$ cat src/rtl/pll_dda_stepper.sv
// PLL dynamic-delay stepper.
// Walks the PLL delay one unit at a time from CUR_STEP toward a requested
// target. Each unit step is applied, held for SETTLE_CYC cycles, and then
// lock is awaited (bounded by LOCK_TIMEOUT) before the next step.
//
// state       | meaning
// ------------+-------------------------------------------------------------
// ST_IDLE     | waiting for REQ; range-checks TARGET
// ST_APPLY    | move CUR_STEP one unit toward target, drive DDA outputs
// ST_SETTLE   | hold DDA outputs SETTLE_CYC cycles, lock ignored
// ST_WAIT_LOCK| wait for synchronized lock, bounded by LOCK_TIMEOUT cycles
// ST_FINISH   | target reached; pulse DONE on the way back to idle
module pll_dda_stepper #(
  parameter int SETTLE_CYC   = 16,
  parameter int LOCK_TIMEOUT = 1024
) (
  input  logic       CLKINB_DEL,
  input  logic       RSTB,
  input  logic       REQ,
  input  logic [4:0] TARGET,
  input  logic       LOCK,
  output logic       DDAMODE,
  output logic       DDAIZR,
  output logic       DDAILAG,
  output logic [2:0] DDAIDEL,
  output logic [4:0] CUR_STEP,
  output logic       BUSY,
  output logic       DONE,
  output logic       ERR
);

  typedef enum logic [2:0] {
    ST_IDLE,
    ST_APPLY,
    ST_SETTLE,
    ST_WAIT_LOCK,
    ST_FINISH
  } state_t;

  localparam logic [7:0]  SETTLE_LD = 8'(SETTLE_CYC - 1);
  localparam logic [15:0] TMO_LAST  = 16'(LOCK_TIMEOUT - 1);

  state_t      state_q, state_nx;
  logic [4:0]  tgt_q, tgt_nx;
  logic [4:0]  step_nx;
  logic [4:0]  step_inc;
  logic [7:0]  settle_q, settle_nx;
  logic [15:0] tmo_q, tmo_nx;
  logic        mode_nx, izr_nx, lag_nx;
  logic [2:0]  del_nx;
  logic        busy_nx, done_nx, err_nx;
  logic        lock_meta, lock_s;
  logic        tgt_legal;

  // LOCK crosses from the PLL domain; only lock_s is used past this point
  always_ff @(posedge CLKINB_DEL or posedge RSTB) begin
    if (RSTB) begin
      lock_meta <= 1'b0;
      lock_s    <= 1'b0;
    end else begin
      lock_meta <= LOCK;
      lock_s    <= lock_meta;
    end
  end

  // Range check of the incoming target and the next unit step toward it
  always_comb begin
    tgt_legal = ($signed(TARGET) >= -5'sd8) && ($signed(TARGET) <= 5'sd8);
    step_inc  = ($signed(tgt_q) > $signed(CUR_STEP)) ? CUR_STEP + 5'd1
                                                     : CUR_STEP - 5'd1;
  end

  // Next-state and next-output decode; DDA outputs only change in APPLY
  always_comb begin
    state_nx  = state_q;
    tgt_nx    = tgt_q;
    step_nx   = CUR_STEP;
    settle_nx = settle_q;
    tmo_nx    = tmo_q;
    mode_nx   = DDAMODE;
    izr_nx    = DDAIZR;
    lag_nx    = DDAILAG;
    del_nx    = DDAIDEL;
    busy_nx   = BUSY;
    done_nx   = 1'b0;
    err_nx    = 1'b0;
    case (state_q)
      ST_IDLE: begin
        if (REQ) begin
          if (tgt_legal) begin
            tgt_nx   = TARGET;
            busy_nx  = 1'b1;
            state_nx = (TARGET == CUR_STEP) ? ST_FINISH : ST_APPLY;
          end else begin
            err_nx = 1'b1;
          end
        end
      end
      ST_APPLY: begin
        step_nx   = step_inc;
        mode_nx   = 1'b1;
        izr_nx    = (step_inc == 5'd0);
        lag_nx    = step_inc[4];
        // magnitude-1 code: s-1 for positive, |s|-1 == ~s for negative
        if (step_inc == 5'd0)
          del_nx = 3'd0;
        else if (step_inc[4])
          del_nx = ~step_inc[2:0];
        else
          del_nx = step_inc[2:0] - 3'd1;
        settle_nx = SETTLE_LD;
        state_nx  = ST_SETTLE;
      end
      ST_SETTLE: begin
        if (settle_q == 8'd0) begin
          tmo_nx   = 16'd0;
          state_nx = ST_WAIT_LOCK;
        end else begin
          settle_nx = settle_q - 8'd1;
        end
      end
      ST_WAIT_LOCK: begin
        if (lock_s) begin
          state_nx = (CUR_STEP == tgt_q) ? ST_FINISH : ST_APPLY;
        end else if (tmo_q == TMO_LAST) begin
          err_nx   = 1'b1;
          busy_nx  = 1'b0;
          state_nx = ST_IDLE;
        end else begin
          tmo_nx = tmo_q + 16'd1;
        end
      end
      ST_FINISH: begin
        done_nx  = 1'b1;
        busy_nx  = 1'b0;
        state_nx = ST_IDLE;
      end
      default: state_nx = ST_IDLE;
    endcase
  end

  // State, counters and all outputs are registered here
  always_ff @(posedge CLKINB_DEL or posedge RSTB) begin
    if (RSTB) begin
      state_q  <= ST_IDLE;
      tgt_q    <= 5'd0;
      CUR_STEP <= 5'd0;
      settle_q <= 8'd0;
      tmo_q    <= 16'd0;
      DDAMODE  <= 1'b0;
      DDAIZR   <= 1'b0;
      DDAILAG  <= 1'b0;
      DDAIDEL  <= 3'd0;
      BUSY     <= 1'b0;
      DONE     <= 1'b0;
      ERR      <= 1'b0;
    end else begin
      state_q  <= state_nx;
      tgt_q    <= tgt_nx;
      CUR_STEP <= step_nx;
      settle_q <= settle_nx;
      tmo_q    <= tmo_nx;
      DDAMODE  <= mode_nx;
      DDAIZR   <= izr_nx;
      DDAILAG  <= lag_nx;
      DDAIDEL  <= del_nx;
      BUSY     <= busy_nx;
      DONE     <= done_nx;
      ERR      <= err_nx;
    end
  end

endmodule

$ cat config.mk
export PLATFORM = sky130hd
export DESIGN_NAME = pll_dda_stepper
export DESIGN_NICKNAME = d
export VERILOG_FILES = /design/src/rtl/pll_dda_stepper.sv
export SDC_FILE = /design/constraint.sdc
export NUM_CORES = 1
export LEC_CHECK = 0
export CAP_MARGIN = 20
export CORE_ASPECT_RATIO = 0.8
export CORE_MARGIN = 1.5
export CORE_UTILIZATION = 52
export DETAILED_ROUTE_END_ITERATION = 12
export PLACE_DENSITY = 0.77
export SYNTH_ARGS = -nofsm -noshare
export SYNTH_HDL_FRONTEND = slang
export SYNTH_SLANG_ARGS = --single-unit
$ cat constraint.sdc
create_clock -name CLKINB_DEL -period 3.1 [get_ports CLKINB_DEL]
set_input_delay 0.465 -clock CLKINB_DEL [delete_from_list [all_inputs] [get_ports CLKINB_DEL]]
set_output_delay 0.465 -clock CLKINB_DEL [all_outputs]
set_load 0.005 [all_outputs]
==> results.json <==
{
  "power_mw": 3.69,
  "seqPwrFrac_pct": 25.0,
  "cp-start-kind": "flip-flop",
  "combPwrFrac_pct": 65.8,
  "leakagePower_nw": 1.40,
  "ys.flop_type": "dfrtp_1",
  "grt_antenna_before_repair": 0,
  "synth_xor_xnor_area_share_pct": 9.15,
  "drc": 0,
  "async_flop_share_pct": 100,
  "tightest_slew_ns": 0.624,
  "ys_seq_area_share_pct": 45.7,
  "synth_top_family_by_area": "simple AND/OR/NAND/NOR gates",
  "drv_slew": 0,
  "num_rows": 22,
  "ys_warn_count": 0,
  "grt_overflow": 0,
  "dp_cells": 344,
  "critPathLaunch": "tgt_q[2]$_DFFE_PP0P_",
  "clockPowerShare_pct": 9.2,
  "synthAdderAreaFrac_pct": 6.62,
  "grt_pass1_vias": 1910,
  "clockBufferDepth": 2,
  "dp_slack_ns": -0.0289,
  "outcome": "complete, no violations",
  "synth_enable_flop_cells": 0,
  "drt-total-wl_um": 5210,
  "rr_startpoint": "tgt_q[2]$_DFFE_PP0P_",
  "clk_latency_ns": 0.30,
  "synth_cells": 261,
  "cp_max_fo": 5,
  "die_x_um": 81.6,
  "synthTopCellsByArea": "dfrtp_1 46%, ha_1 5.8%, xor2_1 5.5%",
  "viasPerCell": 5.54,
  "num_io_pins": 23,
  "place_hpwl_um": 3780,
  "drv_cap": 0,
  "synth_common_cells": "47 x dfrtp_1, 26 x nand2_1, 24 x nor2_1",
  "vias": 1978,
  "h-tree-depth": 2,
  "syn-num-nets": 283,
  "num-nets-final": 320,
  "die_h_um": 65.9,
  "clock-sinks": 47,
  "switching_power_mw": 1.54,
  "initial_core_util_pct": 54.9,
  "yosysMostFrequentCell": "dfrtp_1",
  "cp-end-kind": "flip-flop",
  "synth.area.mux_share_pct": 1.75,
  "rsz0062_at_grt": "yes",
  "irDropWorstVdd_uv": 780,
  "r2r_cells": 10,
  "synth.distinct_cells": 51,
  "arrival_ns": 3.24,
  "coreArea_um2": 4680,
  "fillerInstances": 391,
  "final-setup-viol-count": 0,
  "clock_skew_ns": 0.00876,
  "synth_compound_area_share_pct": 11.3,
  "gp_congestion": 0.888,
  "cts_tree": "built",
  "endpoint": "DDAIDEL[1]$_DFFE_PP0P_",
  "syn-cell-area_um2": 2570,
  "max_freq_mhz": 331,
  "criticalPathCategory": "reg -> reg",
  "postSynthAreaPerCell_um2": 9.85,
  "post-route-period-util_pct": 97.6,
  "synthToLayoutAreaGrowth_pct": 20.8,
  "power.internal_mw": 2.15,
  "ff_latch_area_um2": 1180,
  "final_core_util_pct": 66.4,
  "grt_pass1_wl_um": 8850,
  "numCtsBuffers": 5,
  "wl_per_cell_um": 14.6,
  "antenna_cells": 0,
  "p_sw_share_pct": 41.7,
  "synth.top_cell.area_share_pct": 45.7,
  "grt_max_degree": 48,
  "yosys_register_bits": 47,
  "rrSetupSlack_ns": 0.08,
  "layout_min_cycle_time_ns": 3.02,
  "finalNonFillerCells": 357,
  "slew_headroom_pct": 57.8,
  "multi_input_area_um2": 1380,
  "drt-initial-drc-count": 99,
  "crit_required_ns": 3.32,
  "yosys.area.top_type": "dfrtp_1",
  "antenna_left": 0,
  "yosys.area_share.simple_pct": 21.3,
  "first_pass_iters": 4,
  "grt.total_usage_pct": 22.1,
  "drive_gt1_share_pct": 14.8,
  "hp-class": "in -> async",
  "path_clk_slew_ns": 0.08,
  "final-hold-violation-count": 0,
  "worst_slack_ns": 0.0759,
  "timing.rr.end": "DDAIDEL[1]$_DFFE_PP0P_",
  "die_area_um2": 5380,
  "final.setup.tns_ns": 0,
  "root_buffer": "clkbuf_8",
  "io_buffer_count": 22,
  "p_per_area_nw_per_um2": 1190
}
[power by group through the flow]
stage               combinational (mW)  clock (mW)  sequential, mW
floorplan                         1.50           0           0.917
global placement                  2.05           0           0.917
detailed placement                2.11           0           0.928
CTS                               2.27       0.352           0.918
global route                      2.64       0.375           0.941
finish                            2.43       0.340           0.922
[layout by cell type, fill, tap and decap left out, types with 4 or more instances in the layout]
master / netlist / layout
nand2_1: 26 / 26
o21ai_0: 14 / 14
nor3_1: 8 / 8
nand2b_1: 5 / 4
xor2_1: 16 / 16
xnor2_1: 9 / 8
nand3_1: 9 / 9
mux2_2: 4 / 4
clkbuf_8: 0 / 5
inv_1: 16 / 13
a21oi_1: 10 / 9
dfrtp_1: 47 / 47
and2_1: 6 / 6
clkdlybuf4s50_1: 0 / 22
buf_4: 2 / 14
nor2_1: 24 / 23
ha_1: 12 / 9
and3_1: 5 / 5
[worst max-delay path, cell delays in order, from the launching register on]
cell      delay [ns]
dfrtp_1         0.42
ha_4            0.28
buf_4           0.10
nand4b_1        0.13
a221o_2         0.44
ha_1            0.34
a211oi_1        0.27
o22ai_1         0.13
a32oi_2         0.25
or4b_1          0.45
a31oi_1         0.13
[cells by family after synthesis]
| logic type | count (synthesis) |
|---|---|
| simple gates | 104 |
| flops | 47 |
| compound gates | 44 |
| xor+xnor | 26 |
| buf+inv | 23 |
| fa+ha+maj | 13 |
| mux | 4 |
[state kept, by name (all words and copies together) (netlist names)]
| register | flops |
|---|---|
| DONE | 1 |
| ERR | 1 |
| tmo_q | 16 |
| BUSY | 1 |
| DDAMODE | 1 |
| DDAILAG | 1 |
| DDAIZR | 1 |
| lock_s | 1 |
| tgt_q | 5 |
| CUR_STEP | 4 |
| lock_meta | 1 |
| DDAIDEL | 3 |
| settle_q | 8 |
| state_q | 3 |
[metal layers]
metal / global-route usage (%) / share of wire, %
met1: 31.5 / 52
met2: 31.9 / 44
met5: 0 / 0
met3: 4.83 / 3.2
met4: 10.2 / 1.3
[final cells by class]
class | instances | share of cell area (%)
flip-flops and latches | 47 | 37.9
clock buffers | 6 | 2.34
repair buffers | 37 | 11.1
well taps | 60 | 2.42
inverters | 16 | 1.93
multi-input cells | 191 | 44.3
[timing repair]
item / 4_1_cts / 5_1_grt
hold buffers: 0 / 0
pin swaps: 10 / 7
resized for setup: 2 / 4
cloned: 0 / 0
setup endpoints to repair: 2 / 2
setup buffers: 5 / 1
[worst min path at each step]
stage                             start                   end  slack, ns  cells after the start
detailed placement  lock_meta$_DFF_PP0_      lock_s$_DFF_PP0_       0.34                      0
CTS                 lock_meta$_DFF_PP0_      lock_s$_DFF_PP0_       0.36                      0
global placement    lock_meta$_DFF_PP0_      lock_s$_DFF_PP0_       0.34                      0
global route                       RSTB  tmo_q[9]$_DFFE_PP0P_       0.35                      2
floorplan           lock_meta$_DFF_PP0_      lock_s$_DFF_PP0_       0.33                      0
finish                             RSTB  tmo_q[8]$_DFFE_PP0P_       0.35                      2
[through the flow]
| step | cell area [µm²] | hold slack [ns] |
|---|---|---|
| final | 3110 | 0.345 |
| after global routing | 3110 | 0.348 |
| after CTS | 3050 | 0.356 |
| after detailed placement | 2930 | 0.338 |
| after global placement | 2930 | 0.336 |
| after floorplan | 2620 | 0.331 |
No activity file was read; power rests on OpenSTA's default activity.
